--- config.mk ---
export PLATFORM = sky130hd
export DESIGN_NAME = dma_copy_engine_flat
export DESIGN_NICKNAME = d
export VERILOG_FILES = /design/src/rtl/eei_pkg.sv /design/src/rtl/membus.sv /design/src/rtl/dma_copy_engine_addr_gen.sv /design/src/rtl/dma_copy_engine.sv /design/src/flat_wrapper.sv
export SDC_FILE = /design/constraint.sdc
export NUM_CORES = 1
export LEC_CHECK = 0
export ABC_AREA = 0
export ABC_CLOCK_PERIOD_IN_PS = 3100
export CORE_MARGIN = 2
export CORE_UTILIZATION = 58
export DETAILED_ROUTE_END_ITERATION = 6
export DONT_BUFFER_PORTS = 1
export HOLD_SLACK_MARGIN = 0.15
export PLACE_DENSITY = 0.83
export SKIP_LAST_GASP = 1
export SLEW_MARGIN = 20
export SYNTH_ARGS = -nofsm -noshare
export SYNTH_HDL_FRONTEND = slang
export SYNTH_SLANG_ARGS = --single-unit
--- constraint.sdc ---
create_clock -name i_clk -period 3.1 [get_ports i_clk]
set_input_delay 0 -clock i_clk [delete_from_list [all_inputs] [get_ports i_clk]]
set_output_delay 0 -clock i_clk [all_outputs]
set_load 0.005 [all_outputs]
--- src/rtl/eei_pkg.sv ---
// Shared execution-environment package: DMA state encoding and word geometry.
`timescale 1ns/1ps
package eei_pkg;
  localparam int DMA_XLEN       = 64;
  localparam int DMA_WORD_BYTES = DMA_XLEN / 8;

  typedef enum logic [1:0] {
    D_IDLE    = 2'd0,
    D_RD_REQ  = 2'd1,
    D_RD_WAIT = 2'd2,
    D_WR_REQ  = 2'd3
  } dma_state_t;
endpackage

--- src/rtl/membus.sv ---
// Simple memory bus: one request channel (valid/ready) plus a read-return strobe.
`timescale 1ns/1ps
interface Membus #(
  parameter int XLEN = 64
);
  logic              valid;
  logic              ready;
  logic [XLEN-1:0]   addr;
  logic              wen;
  logic [XLEN-1:0]   wdata;
  logic [XLEN/8-1:0] wmask;
  logic              rvalid;
  logic [XLEN-1:0]   rdata;

  modport master (output valid, addr, wen, wdata, wmask, input ready, rvalid, rdata);
  modport slave  (input valid, addr, wen, wdata, wmask, output ready, rvalid, rdata);
endinterface

--- src/rtl/dma_copy_engine_addr_gen.sv ---
// dma_addr_gen: source/destination pointers and completed-word counter.
// Pointers advance one word per completed write and wrap modulo 2^XLEN.
`timescale 1ns/1ps
module dma_addr_gen
  import eei_pkg::*;
#(
  parameter int XLEN = DMA_XLEN
) (
  input  logic            i_clk,
  input  logic            i_rst,
  input  logic            i_load,
  input  logic [XLEN-1:0] i_src,
  input  logic [XLEN-1:0] i_dst,
  input  logic [31:0]     i_len,
  input  logic            i_inc,
  output logic [XLEN-1:0] o_src,
  output logic [XLEN-1:0] o_dst,
  output logic [31:0]     o_words,
  output logic            o_last
);
  localparam logic [XLEN-1:0] STEP = XLEN'(XLEN / 8);

  logic [XLEN-1:0] r_src;
  logic [XLEN-1:0] r_dst;
  logic [31:0]     r_len;
  logic [31:0]     r_words;

  // Load a fresh job on start, otherwise step after each completed write
  always_ff @(posedge i_clk or negedge i_rst) begin
    if (!i_rst) begin
      r_src   <= '0;
      r_dst   <= '0;
      r_len   <= '0;
      r_words <= '0;
    end else if (i_load) begin
      r_src   <= i_src;
      r_dst   <= i_dst;
      r_len   <= i_len;
      r_words <= '0;
    end else if (i_inc) begin
      r_src   <= r_src + STEP;
      r_dst   <= r_dst + STEP;
      r_words <= r_words + 32'd1;
    end
  end

  assign o_src   = r_src;
  assign o_dst   = r_dst;
  assign o_words = r_words;
  // The word currently being written is the final one
  assign o_last  = (r_words + 32'd1) == r_len;
endmodule

--- src/rtl/dma_copy_engine.sv ---
// dma_copy_engine: word-by-word memory copy over a Membus master port.
// Each word is one read (RD_REQ, wait for rvalid) followed by one write.
// Optional macro DMA_ALIGN_CHECK_EN: misaligned start addresses raise err
// instead of being silently rounded down to a word boundary.
`timescale 1ns/1ps
module dma_copy_engine
  import eei_pkg::*;
#(
  parameter int XLEN = DMA_XLEN
) (
  input  logic            i_clk,
  input  logic            i_rst,
  input  logic            i_start,
  input  logic [XLEN-1:0] i_src_addr,
  input  logic [XLEN-1:0] i_dst_addr,
  input  logic [31:0]     i_len,
  input  logic            i_abort,
  output logic            o_busy,
  output logic            o_done,
  output logic            o_err,
  output logic [31:0]     o_words_done,
  Membus.master           bus
);
  localparam int              WB       = XLEN / 8;
  localparam logic [XLEN-1:0] LOW_MASK = XLEN'(WB - 1);

  dma_state_t      r_state, w_next;
  logic [XLEN-1:0] r_buf;
  logic            r_done;
  logic            r_err;
  logic            r_abort_pend;

  logic            w_accept;
  logic            w_misalign;
  logic [XLEN-1:0] w_src_ld;
  logic [XLEN-1:0] w_dst_ld;
  logic            w_fire;
  logic            w_inc;
  logic            w_fin;
  logic            w_capture;
  logic            w_pend_set;
  logic            w_valid;
  logic            w_wen;
  logic [XLEN-1:0] w_addr;
  logic [XLEN-1:0] w_wdata;
  logic [WB-1:0]   w_wmask;
  logic [XLEN-1:0] w_src;
  logic [XLEN-1:0] w_dst;
  logic [31:0]     w_words;
  logic            w_last;

  assign w_accept = i_start && (r_state == D_IDLE);
  assign w_fire   = w_valid && bus.ready;

`ifdef DMA_ALIGN_CHECK_EN
  assign w_misalign = |((i_src_addr | i_dst_addr) & LOW_MASK);
  assign w_src_ld   = i_src_addr;
  assign w_dst_ld   = i_dst_addr;
`else
  assign w_misalign = 1'b0;
  assign w_src_ld   = i_src_addr & ~LOW_MASK;
  assign w_dst_ld   = i_dst_addr & ~LOW_MASK;
`endif

  dma_addr_gen #(.XLEN(XLEN)) u_addr_gen (
    .i_clk   (i_clk),
    .i_rst   (i_rst),
    .i_load  (w_accept),
    .i_src   (w_src_ld),
    .i_dst   (w_dst_ld),
    .i_len   (i_len),
    .i_inc   (w_inc),
    .o_src   (w_src),
    .o_dst   (w_dst),
    .o_words (w_words),
    .o_last  (w_last)
  );

  // State register
  always_ff @(posedge i_clk or negedge i_rst) begin
    if (!i_rst) r_state <= D_IDLE;
    else        r_state <= w_next;
  end

  // Next state and bus drive; bus outputs are all-zero outside request states
  always_comb begin
    w_next     = r_state;
    w_valid    = 1'b0;
    w_wen      = 1'b0;
    w_addr     = '0;
    w_wdata    = '0;
    w_wmask    = '0;
    w_inc      = 1'b0;
    w_fin      = 1'b0;
    w_capture  = 1'b0;
    w_pend_set = 1'b0;
    case (r_state)
      D_IDLE: begin
        if (w_accept && !w_misalign && (i_len != 32'd0)) w_next = D_RD_REQ;
      end
      D_RD_REQ: begin
        w_valid = 1'b1;
        w_addr  = w_src;
        if (w_fire) begin
          // A read in flight must still be drained before stopping
          w_next     = D_RD_WAIT;
          w_pend_set = i_abort;
        end else if (i_abort) begin
          w_next = D_IDLE;
          w_fin  = 1'b1;
        end
      end
      D_RD_WAIT: begin
        if (bus.rvalid) begin
          if (r_abort_pend || i_abort) begin
            w_next = D_IDLE;
            w_fin  = 1'b1;
          end else begin
            w_capture = 1'b1;
            w_next    = D_WR_REQ;
          end
        end else begin
          w_pend_set = i_abort;
        end
      end
      D_WR_REQ: begin
        w_valid = 1'b1;
        w_wen   = 1'b1;
        w_addr  = w_dst;
        w_wdata = r_buf;
        w_wmask = '1;
        if (w_fire) begin
          w_inc = 1'b1;
          if (w_last || i_abort || r_abort_pend) begin
            w_next = D_IDLE;
            w_fin  = 1'b1;
          end else begin
            w_next = D_RD_REQ;
          end
        end else if (i_abort) begin
          w_next = D_IDLE;
          w_fin  = 1'b1;
        end
      end
      default: w_next = D_IDLE;
    endcase
  end

  // Remember an abort that arrived while a read was still outstanding
  always_ff @(posedge i_clk or negedge i_rst) begin
    if (!i_rst)                r_abort_pend <= 1'b0;
    else if (w_next == D_IDLE) r_abort_pend <= 1'b0;
    else if (w_pend_set)       r_abort_pend <= 1'b1;
  end

  // Data buffer holds the read word until its write completes
  always_ff @(posedge i_clk or negedge i_rst) begin
    if (!i_rst)         r_buf <= '0;
    else if (w_capture) r_buf <= bus.rdata;
  end

  // Completion pulse: end of a job, or a start that needs no bus traffic
  always_ff @(posedge i_clk or negedge i_rst) begin
    if (!i_rst) r_done <= 1'b0;
    else        r_done <= w_fin || (w_accept && (w_misalign || (i_len == 32'd0)));
  end

  // Sticky error, re-evaluated on every accepted start
  always_ff @(posedge i_clk or negedge i_rst) begin
    if (!i_rst)        r_err <= 1'b0;
    else if (w_accept) r_err <= w_misalign;
  end

  assign o_busy       = (r_state != D_IDLE);
  assign o_done       = r_done;
  assign o_err        = r_err;
  assign o_words_done = w_words;

  assign bus.valid = w_valid;
  assign bus.wen   = w_wen;
  assign bus.addr  = w_addr;
  assign bus.wdata = w_wdata;
  assign bus.wmask = w_wmask;
endmodule

--- src/flat_wrapper.sv ---
// flat-port wrapper written by rule: the top's interface ports become plain ports
module dma_copy_engine_flat import eei_pkg::*;
#(
  parameter int XLEN = DMA_XLEN
)
  (i_clk, i_rst, i_start, i_src_addr, i_dst_addr, i_len, i_abort, o_busy, o_done, o_err, o_words_done, bus_valid, bus_addr, bus_wen, bus_wdata, bus_wmask, bus_ready, bus_rvalid, bus_rdata);
  Membus #(.XLEN(XLEN)) bus_i ();
  input  logic i_clk;
  input  logic i_rst;
  input  logic i_start;
  input  logic [XLEN-1:0] i_src_addr;
  input  logic [XLEN-1:0] i_dst_addr;
  input  logic [31:0] i_len;
  input  logic i_abort;
  output logic o_busy;
  output logic o_done;
  output logic o_err;
  output logic [31:0] o_words_done;
  output wire logic [$bits(bus_i.valid)-1:0] bus_valid;
  output wire logic [$bits(bus_i.addr)-1:0] bus_addr;
  output wire logic [$bits(bus_i.wen)-1:0] bus_wen;
  output wire logic [$bits(bus_i.wdata)-1:0] bus_wdata;
  output wire logic [$bits(bus_i.wmask)-1:0] bus_wmask;
  input wire logic [$bits(bus_i.ready)-1:0] bus_ready;
  input wire logic [$bits(bus_i.rvalid)-1:0] bus_rvalid;
  input wire logic [$bits(bus_i.rdata)-1:0] bus_rdata;
  assign bus_valid = bus_i.valid;
  assign bus_addr = bus_i.addr;
  assign bus_wen = bus_i.wen;
  assign bus_wdata = bus_i.wdata;
  assign bus_wmask = bus_i.wmask;
  assign bus_i.ready = bus_ready;
  assign bus_i.rvalid = bus_rvalid;
  assign bus_i.rdata = bus_rdata;
  dma_copy_engine #(.XLEN(XLEN)) u_core (.i_clk(i_clk), .i_rst(i_rst), .i_start(i_start), .i_src_addr(i_src_addr), .i_dst_addr(i_dst_addr), .i_len(i_len), .i_abort(i_abort), .o_busy(o_busy), .o_done(o_done), .o_err(o_err), .o_words_done(o_words_done), .bus(bus_i));
endmodule
==> run metrics, run 1 <==
run status stopped before the end; Failed at clock tree synthesis (4_1_cts); Err [ERROR RSZ-0060] Max buffer count reached.; Post-Synthesis Cells 1579; EDFF count, synth 0; sequential share of the synthesized area 44.5%; Top FF cell, synth dfrtp_1; IO buf count 0; TritonCTS buffer count 28; I/O Pins 403; Sink Count 254; cell chosen for the clock root clkbuf_16; RD Place Congestion 0.909; Place WS -0.0198 ns; Die Ht 161 um; Post-DP HPWL 27.3 mm; Horiz. Die Dim 161 um; share of flip-flops with an asynchronous set or reset 100%; CTS Buffer Depth 3; starting density of the core 59.0%; Site Rows 57; Yosys reg bits 254; htree depth 1; number of setup buffers added after CTS 0; Post-Syn Area 14300 um2; post-cts hold buffer count 381; Synth Area per Inst 9.06 um2; Synth cell types 57; CTS resizes 1; Ys Warns 0
## cells by family after synthesis
| family | count (synthesis) | synth area share [%] |
|---|---|---|
| xor gates and xnor gates | 175 | 10.7 |
| buffers and inverters | 127 | 3.87 |
| DFF | 254 | 44.5 |
| adders and majority gates | 8 | 0.700 |
| and+or+nand+nor | 695 | 23.7 |
| AOI/OAI and AO/OA | 255 | 11.5 |
| other | 1 | 0.0262 |
| muxes | 64 | 5.04 |
## synth_stat cells (4+ instances only)
cell	instances	area share (%)
o31ai_1	4	0.21
ha_1	8	0.70
nor4_1	23	1.0
and4_1	17	1.0
clkbuf_1	79	2.1
dfrtp_1	254	44
mux2_2	64	5.0
or3_1	17	0.74
and3_1	31	1.4
o21ai_0	132	4.6
nor2_1	76	2.0
nand3_1	58	2.0
inv_1	20	0.53
or2_2	7	0.31
xnor2_1	83	5.1
and2_1	77	3.4
buf_4	17	0.89
a31oi_1	6	0.26
nand4_1	34	1.5
nor3_1	22	0.77
a22o_1	64	3.9
a21oi_1	24	0.84
buf_2	9	0.31
nand2_1	307	8.1
or4_1	4	0.21
xor2_1	92	5.6
## stage by stage
stage	instance area, um2	std cells	hold slack, ns	TNS [ns]
2_1_floorplan	14300	1582	-0.296	0
3_3_place_gp	14700	1852	-0.291	0
3_5_place_dp	14700	1852	-0.292	-0.0198
==> run 2: changes to the inputs <==
--- a/config.mk
+++ b/config.mk
@@ -6,13 +6,12 @@
 export NUM_CORES = 1
 export LEC_CHECK = 0
 export ABC_AREA = 0
-export ABC_CLOCK_PERIOD_IN_PS = 3100
+export ABC_CLOCK_PERIOD_IN_PS = 4050
 export CORE_MARGIN = 2
-export CORE_UTILIZATION = 58
+export CORE_UTILIZATION = 40
 export DETAILED_ROUTE_END_ITERATION = 6
 export DONT_BUFFER_PORTS = 1
-export HOLD_SLACK_MARGIN = 0.15
-export PLACE_DENSITY = 0.83
+export PLACE_DENSITY_LB_ADDON = 0.15
 export SKIP_LAST_GASP = 1
 export SLEW_MARGIN = 20
 export SYNTH_ARGS = -nofsm -noshare
==> constraint.sdc (replaced) <==
create_clock -name i_clk -period 4.05 [get_ports i_clk]
set_input_delay 0 -clock i_clk [delete_from_list [all_inputs] [get_ports i_clk]]
set_output_delay 0 -clock i_clk [all_outputs]
set_load 0.005 [all_outputs]
==> run metrics, run 2 <==
Post-Syn Area 14300 um2; Routed WL 43.9 mm; final core utilization 51.1%; Place WS 0.660 ns; I/O Pins 403; largest net degree at the start of global routing 255; Worst slew margin 43.3%; crit share post-route 95.5%; largest cells by area after synthesis dfrtp_1 44%, nand2_1 8.1%, xor2_1 5.6%; Fill cells 3255; RD Place Congestion 0.832; first-pass GRT wire length 67.4 mm; largest reg by FF count u_core.r_buf; Post-Route Skew 0.0144 ns; post-DR wirelength/cell 19.4 um; final global-route overflow total 0; Slew @ Worst Pin 0.851 ns; post-route worst setup slack 0.183 ns; post-layout minimum cycle time 3.87 ns; CTS tree built; fmax 259 MHz; final setup vio count 0; Slew Limit Fails 0; Top FF cell, synth dfrtp_1; fin nets 2014; Die ar. 37300 um2; cell chosen for the clock root clkbuf_16; 1st-iter DRT viols 750; Ys Warns 0; Net Sw Power 3.80 mW; Post-DP HPWL 29.0 mm; Hold Fails Final Rpt 254; Site Rows 69; TritonCTS buffer count 31; EDFF count, synth 0; DRC viols 0; startpoint types flop; logic gate share of total power 31.2%; RSZ-0062 raised after global routing no; Synth top area share 44.5%; Hold WS -0.870 ns; clock latency on the worst-skew pair 0.57 ns; Crit Path Max Fanout 12; Crit Path Category flop to flop; Reg clk slew, reported paths 0.06 ns; area leader, netlist dfrtp_1; Synth cell types 57; commonest non-fill, non-tap cell in the layout nand2_1; number of global-route vias before repair 12199; antenna viol nets, final 0; Horiz. Die Dim 193 um; critical path endpoint category flop; post-cts hold buffer count 249; Hold/Removal Path Class input port to asynchronous set/reset pin; share of flip-flops with an asynchronous set or reset 100%; PD cells 586 nW/um2; Post-Synthesis Cells 1579; area grow syn2layout 26.4%; P_int 6.78 mW; final setup TNS 0 ns; Max Cap Violations 0; most numerous cell in the Yosys netlist nand2_1; antenna violations before repair 3; run status finished, violations left; CTS Buffer Depth 3; worst vdd ir 0.335 mV; CP cell instances and4_2 -> nand2_4 -> or4_1 -> a211oi_1 -> nand4_1 -> or4_4 -> o41ai_4 -> a221oi_2 -> dlygate4sd3_1; Synth Area per Inst 9.06 um2; CP max stage cell or4_4; total power 10.6 mW; IO buf count 0; Sink Count 254; Lkg Pwr 7.45 nW; Yosys reg bits 254; Die Ht 193 um; routed vias 12225; violated checks hold timing; share of cells above drive strength 1 8.41%; vias per cell 5.41; clock power share 24.8%; Arr. time, crit path 4.31 ns; starting density of the core 40.4%; core area 35400 um2; GRT Total Usage 22.8%; sequential share of the synthesized area 44.5%; most frequent cells in the layout 306 x nand2_1, 252 x dfrtp_1, 249 x dlygate4sd3_1, 132 x o21ai_0, 92 x xor2_1; part of the power in registers 44.1%; htree depth 1; drt first pass iters 5; CP max stage delay 0.60 ns; CP Data Required Time 4.49 ns; cell family with most CP delay simple AND/OR/NAND/NOR gates; flip-flop count of the largest register after layout 64; Commonest cells post-synth 307 x nand2_1, 254 x dfrtp_1, 132 x o21ai_0; CP bufs+invs 1; switching part of the total power 35.9%
## run 2: cell counts after synthesis
Identical to the previous run, type by type.
## run 2: layout make-up
cell class | count | area (um2) | share of cell area [%]
Sequential cell | 254 | 6360 | 35.2
Inverter | 20 | 75.1 | 0.415
Tap cell | 461 | 577 | 3.19
Antenna cell | 3 | 7.51 | 0.0415
Timing Repair Buffer | 268 | 2660 | 14.7
Clock inverter | 5 | 31.3 | 0.173
Clock buffer | 48 | 920 | 5.09
Multi-Input combinational cell | 1201 | 7440 | 41.2
## run 2: kinds of logic (layout without fill, tap and decap cells)
family                   count (synthesis)  in the layout  share of synthesized area (%)
AND/OR/NAND/NOR                        695            695                           23.7
adder cells (fa/ha/maj)                  8              8                          0.700
other                                    1              7                         0.0262
AO/OA/AOI/OAI                          255            255                           11.5
flip-flops                             254            254                           44.5
buffers and inverters                  127            341                           3.87
XOR/XNOR                               175            175                           10.7
multiplexers                            64             64                           5.04
## run 2: per-stage QoR
step,instances,area [um2]
floorplan,1582,14300
global placement,1952,14600
detailed placement,1952,14600
CTS,2254,18000
global route,2260,18100
finish,2260,18100
## run 2: timing repair
item,CTS,global route
gates resized for setup,0,6
hold endpoints to repair,481,254
buffers inserted,0,3
endpoints found under the setup margin,0,2
## run 2: worst reg2reg max path: stages (launching register included)
cell	delay, ns
dfrtp_1	0.59
and4_2	0.44
nand2_4	0.08
or4_1	0.52
a211oi_1	0.32
nand4_1	0.14
or4_4	0.60
o41ai_4	0.36
a221oi_2	0.11
dlygate4sd3_1	0.57
## run 2: worst paths after layout
check	slack [ns]	depth (start not counted)	endpoint	from
setup / recovery	0.18	9	u_core.r_abort_pend$_DFFE_PN0P_	u_core.u_addr_gen.o_words[11]$_DFFE_PN0P_
hold / removal	-0.87	0	u_core.u_addr_gen.o_src[43]$_DFFE_PN0P_	i_rst
setup reg to reg	0.18	9	u_core.r_abort_pend$_DFFE_PN0P_	u_core.u_addr_gen.o_words[11]$_DFFE_PN0P_
hold reg to reg	0.50	1	u_core.r_buf[42]$_DFFE_PN0P_	u_core.r_buf[42]$_DFFE_PN0P_
max in group asynchronous	4.38	0	u_core.u_addr_gen.o_words[1]$_DFFE_PN0P_	i_rst
min in group i_clk	0.04	5	u_core.u_addr_gen.o_dst[13]$_DFFE_PN0P_	bus_ready
## run 2: power by group through the flow
stage | registers, mW | clock network (mW) | logic (mW)
2_1_floorplan | 4.36 | 0 | 2.33
3_3_place_gp | 4.64 | 0 | 2.86
3_5_place_dp | 4.67 | 0 | 2.91
4_1_cts | 4.64 | 2.71 | 3.30
5_1_grt | 4.82 | 2.79 | 3.70
6_report | 4.67 | 2.62 | 3.30
## run 2: routing by layer
layer  GRT usage (%)  vias to the layer above  part of all wire [%]
met5               0                        -                     0
met4            7.23                        0                   3.3
met3            5.47                       81                   7.2
met2            36.9                      409                    46
met1            30.0                     5927                    43
li1                -                     5808                     -
Note: power is estimated with default switching activity, not from simulation.
==> run 3: changes to the inputs <==
--- a/config.mk
+++ b/config.mk
@@ -6,7 +6,7 @@
 export NUM_CORES = 1
 export LEC_CHECK = 0
 export ABC_AREA = 0
-export ABC_CLOCK_PERIOD_IN_PS = 4050
+export CORE_ASPECT_RATIO = 1.1
 export CORE_MARGIN = 2
 export CORE_UTILIZATION = 40
 export DETAILED_ROUTE_END_ITERATION = 6
==> constraint.sdc (replaced) <==
create_clock -name i_clk -period 3.4 [get_ports i_clk]
set_input_delay 0 -clock i_clk [delete_from_list [all_inputs] [get_ports i_clk]]
set_output_delay 0 -clock i_clk [all_outputs]
set_load 0.005 [all_outputs]
==> run metrics, run 3 (synthesis results as in run 2) <==
Hold Fails Final Rpt 254; Die Ht 202 um; CTS tree built; run status finished, violations left; post-DR wirelength/cell 19.2 um; flip-flop count of the largest register after layout 64; antenna violations before repair 1; area grow syn2layout 29.4%; Arr. time, crit path 3.63 ns; Reg clk slew, reported paths 0.06 ns; starting density of the core 40.6%; post-layout minimum cycle time 3.20 ns; CTS Buffer Depth 3; RD Place Congestion 0.846; Lkg Pwr 7.65 nW; Post-DP HPWL 30.0 mm; final setup vio count 0; Site Rows 72; DRC viols 0; GRT Total Usage 23.4%; final global-route overflow total 0; startpoint types flop; first-pass GRT wire length 69.3 mm; most frequent cells in the layout 306 x nand2_1, 256 x dlygate4sd3_1, 253 x dfrtp_1, 132 x o21ai_0, 92 x xor2_1; Die ar. 37300 um2; Hold WS -0.874 ns; core area 35200 um2; Fill cells 3143; Sink Count 254; Routed WL 44.5 mm; 1st-iter DRT viols 739; post-route worst setup slack 0.195 ns; CP Data Required Time 3.83 ns; fmax 312 MHz; final setup TNS 0 ns; Place WS 0.241 ns; Slew Limit Fails 0; cell chosen for the clock root clkbuf_16; htree depth 1; TritonCTS buffer count 30; worst vdd ir 0.447 mV; antenna viol nets, final 0; PD cells 702 nW/um2; largest reg by FF count u_core.r_buf; Crit Path Max Fanout 7; number of setup buffers added after CTS 0; crit share post-route 94.3%; r2r setup slk 0.20 ns; number of global-route vias before repair 12721; RSZ-0062 raised after global routing yes; routed vias 12425; vias per cell 5.37; commonest non-fill, non-tap cell in the layout nand2_1; I/O Pins 403; share of cells above drive strength 1 9.82%; violated checks hold timing; Hold/Removal Path Class input port to asynchronous set/reset pin; post-cts hold buffer count 256; Worst slew margin 46.9%; largest net degree at the start of global routing 255; Crit Path Category flop to flop; Horiz. Die Dim 184 um; Slew @ Worst Pin 0.790 ns; drt first pass iters 5; Max Cap Violations 0; IO buf count 0; fin area 18500 um2; Post-Route Skew 0.0117 ns; dpl cell area 14900 um2; fin nets 2047; critical path endpoint category flop; clock latency on the worst-skew pair 0.57 ns
==> run 3: cell count changes in the layout (fill, tap and decap cells not counted), sizes merged, moves of 2 or more <==
| cell | before | now |
|---|---|---|
| dlygate4sd3 | 249 | 256 |
| diode | 3 | 1 |
| bufinv | 0 | 4 |
| clkinv | 3 | 5 |
| buf | 19 | 46 |
==> run 3: path summary, 6_finish.rpt <==
check | depth (start not counted) | to | from
hold / removal | 0 | u_core.u_addr_gen.o_dst[42]$_DFFE_PN0P_ | i_rst
setup / recovery | 10 | u_core.r_abort_pend$_DFFE_PN0P_ | u_core.u_addr_gen.o_words[0]$_DFFE_PN0P_
min in group i_clk | 5 | u_core.r_state[1]$_DFF_PN0_ | i_len[14]
hold reg to reg | 1 | u_core.r_buf[42]$_DFFE_PN0P_ | u_core.r_buf[42]$_DFFE_PN0P_
max in group asynchronous | 0 | u_core.r_state[0]$_DFF_PN0_ | i_rst
setup reg to reg | 10 | u_core.r_abort_pend$_DFFE_PN0P_ | u_core.u_addr_gen.o_words[0]$_DFFE_PN0P_
==> run 3: routing by layer <==
metal / part of all wire (%) / track usage (%) / vias up / wire, um
met1: 42 / 29.0 / 6066 / 18500
li1: - / - / 5900 / -
met2: 49 / 40.5 / 372 / 22000
met5: 0 / 0 / - / 0
met4: 3.1 / 7.83 / 0 / 1370
met3: 5.9 / 4.77 / 87 / 2650
==> run 3: layout make-up <==
cell class                 instances  area (um2)  area share (%)
clock inverter                     9         145           0.784
timing repair buffer             302        2960            16.0
clock buffer                      47         926            5.00
tap                              481         602            3.25
sequential                       254        6360            34.4
multi-input combinational       1201        7440            40.2
inverter                          20        75.1           0.406
antenna                            1        2.50          0.0135
==> run 3: power by group <==
part	internal, mW	switching (mW)	total, mW	leakage, nW
combinational	1.97	1.99	3.96	3.91
clock	2.16	1.31	3.47	0.531
sequential	4.31	1.25	5.56	3.20
==> run 3: timing repair <==
action	4_1_cts	5_1_grt
resized for setup	0	3
hold endpoints to repair	491	254
endpoints found under the setup margin	0	4
==> run 3: worst max-delay path, stage by stage, from the launching register on <==
cell and delay (ns):
dfrtp_1 0.35, ha_1 0.21, nand3_1 0.24, buf_4 0.24
a2111oi_1 0.38, a211oi_1 0.14, a211oi_1 0.28, nand4_1 0.15
or4_4 0.62, o41ai_4 0.34, a221oi_2 0.11
==> run 3: per-stage QoR <==
| stage | cells | total power [mW] | utilization (%) | hold WS [ns] |
|---|---|---|---|---|
| 4_1_cts | 2314 | 13.0 | 52.5 | -0.900 |
| 5_1_grt | 2315 | 13.8 | 52.5 | -0.901 |
| 2_1_floorplan | 1582 | 7.97 | - | -0.296 |
| 3_3_place_gp | 2002 | 8.98 | 42.2 | -0.290 |
| 3_5_place_dp | 2002 | 9.07 | 42.2 | -0.290 |
| 6_report | 2315 | 13.0 | 52.5 | -0.874 |
==> run 4: changes to the inputs <==
--- a/config.mk
+++ b/config.mk
@@ -6,9 +6,11 @@
 export NUM_CORES = 1
 export LEC_CHECK = 0
 export ABC_AREA = 0
+export CELL_PAD_IN_SITES_DETAIL_PLACEMENT = 1
+export CELL_PAD_IN_SITES_GLOBAL_PLACEMENT = 2
 export CORE_ASPECT_RATIO = 1.1
 export CORE_MARGIN = 2
-export CORE_UTILIZATION = 40
+export CORE_UTILIZATION = 38
 export DETAILED_ROUTE_END_ITERATION = 6
 export DONT_BUFFER_PORTS = 1
 export PLACE_DENSITY_LB_ADDON = 0.15
==> constraint.sdc (replaced) <==
create_clock -name i_clk -period 3.5 [get_ports i_clk]
set_input_delay 0 -clock i_clk [delete_from_list [all_inputs] [get_ports i_clk]]
set_output_delay 0 -clock i_clk [all_outputs]
set_load 0.005 [all_outputs]
==> run metrics, run 4 (synthesis results as in run 2) <==
run status finished, violations left; violated checks hold timing; Crit Path Max Fanout 9; dpl cell area 14800 um2; total power 13.4 mW; antenna violations before repair 9; post-placement cell count 2000; starting density of the core 38.5%; startpoint types flop; routed vias 12920; CTS tree built; critical path endpoint category flop; Max Cap Violations 0; Hold/Removal Path Class input port to asynchronous set/reset pin; Post-DP HPWL 32.9 mm; Die ar. 39200 um2; fin nets 2101; final global-route overflow total 0; met2 WL 25.9 mm; Post-Layout Cell Count 2386; crit share post-route 92.3%; Slew @ Worst Pin 1.04 ns; htree depth 1; final setup TNS 0 ns; commonest non-fill, non-tap cell in the layout dlygate4sd3_1; final setup vio count 0; fmax 309 MHz; Arr. time, crit path 3.68 ns; Hold Fails Final Rpt 254; Reg clk slew, reported paths 0.06 ns; largest net degree at the start of global routing 255; post-cts hold buffer count 324; CTS Buffer Depth 3; Slew Limit Fails 0; clock latency on the worst-skew pair 0.58 ns; area grow syn2layout 33.2%; highest routed layer met5; TritonCTS buffer count 31; flip-flop count of the largest register after layout 64; antenna viol nets, final 0; Fill cells 4115; RSZ-0062 raised after global routing no; worst vdd ir 0.422 mV; DR WL met3 3.25 mm; vias per cell 5.41; Hold WS -0.881 ns; Post-Route Skew 0.0122 ns; RD Place Congestion 0.817; largest reg by FF count u_core.r_buf; CP Data Required Time 3.95 ns; first-pass GRT wire length 82.8 mm; I/O Pins 403; number of setup buffers added after CTS 0; Lkg Pwr 7.89 nW; core area 37100 um2; Horiz. Die Dim 189 um; post-DR wirelength/cell 22.2 um; most frequent cells in the layout 324 x dlygate4sd3_1, 306 x nand2_1, 253 x dfrtp_1, 132 x o21ai_0, 92 x xor2_1; post-route worst setup slack 0.269 ns; Sink Count 254; Crit Path Category flop to flop; Worst slew margin 29.9%; Die Ht 207 um; fin area 19100 um2; PD cells 702 nW/um2; cell chosen for the clock root clkbuf_16; DRC viols 0; Place WS 0.268 ns; Routed WL 52.9 mm; GRT Total Usage 26.7%; number of global-route vias before repair 14244; post-layout minimum cycle time 3.23 ns; Site Rows 74; share of cells above drive strength 1 8.76%; 1st-iter DRT viols 453; drt first pass iters 4; WL met1 21.8 mm; IO buf count 0
[run 4: cell count changes in the layout (fill, tap and decap cells not counted), sizes merged]
cell,previous run,this run
dlygate4sd3,256,324
buf,46,31
diode,1,8
clkbuf,47,41
clkinv,5,7
clkinvlp,0,1
inv,20,21
[run 4: layer usage]
| layer | vias to the layer above | GRT usage [%] |
|---|---|---|
| met5 | - | 0 |
| met1 | 6453 | 32.5 |
| li1 | 5992 | - |
| met3 | 105 | 7.05 |
| met2 | 368 | 45.8 |
| met4 | 2 | 8.62 |
[run 4: cell type report]
type / count / area [um2] / share of cell area, %
Multi-Input combinational cell: 1201 / 7430 / 39.0
Sequential cell: 254 / 6360 / 33.4
Timing Repair Buffer: 355 / 3530 / 18.5
Clock buffer: 41 / 853 / 4.48
Tap cell: 494 / 618 / 3.24
Clock inverter: 13 / 171 / 0.900
Inverter: 20 / 75.1 / 0.394
Antenna cell: 8 / 20.0 / 0.105
[run 4: critical path, stage by stage, from the launching register on]
cell and delay, ns:
dfrtp_1 0.58, nand3_2 0.28, nor4_2 0.64, a31oi_1 0.16, nor4_1 0.32, nand4_1 0.13
or4_4 0.55, o41ai_4 0.34, a221oi_2 0.11
[run 4: per-stage QoR]
stage | hold WS [ns] | utilization [%]
floorplan | -0.296 | -
global placement | -0.285 | 39.7
detailed placement | -0.285 | 39.7
CTS | -0.910 | 51.2
global route | -0.902 | 51.3
finish | -0.881 | 51.3
[run 4: power by group]
part | internal (mW) | leakage [nW] | switching [mW]
Combinational | 2.37 | 4.18 | 2.21
Clock | 1.99 | 0.506 | 1.32
Sequential | 4.19 | 3.20 | 1.29
[run 4: what timing repair did]
action | in CTS | in global routing
endpoints found under the setup margin | 0 | 1
resized for setup | 0 | 2
hold endpoints to repair | 493 | 254
[run 4: final timing paths]
path,from,to,slack (ns),depth (start not counted)
worst min-delay path,i_rst,u_core.u_addr_gen.o_src[15]$_DFFE_PN0P_,-0.88,0
max in group asynchronous,i_rst,u_core.u_addr_gen.o_src[61]$_DFFE_PN0P_,3.67,0
min in group i_clk,bus_ready,u_core.u_addr_gen.o_dst[21]$_DFFE_PN0P_,0.01,5
worst min register to register,u_core.r_buf[12]$_DFFE_PN0P_,u_core.r_buf[12]$_DFFE_PN0P_,0.52,1
worst max register to register,u_core.u_addr_gen.o_words[4]$_DFFE_PN0P_,u_core.r_abort_pend$_DFFE_PN0P_,0.27,8
worst max-delay path,u_core.u_addr_gen.o_words[4]$_DFFE_PN0P_,u_core.r_abort_pend$_DFFE_PN0P_,0.27,8
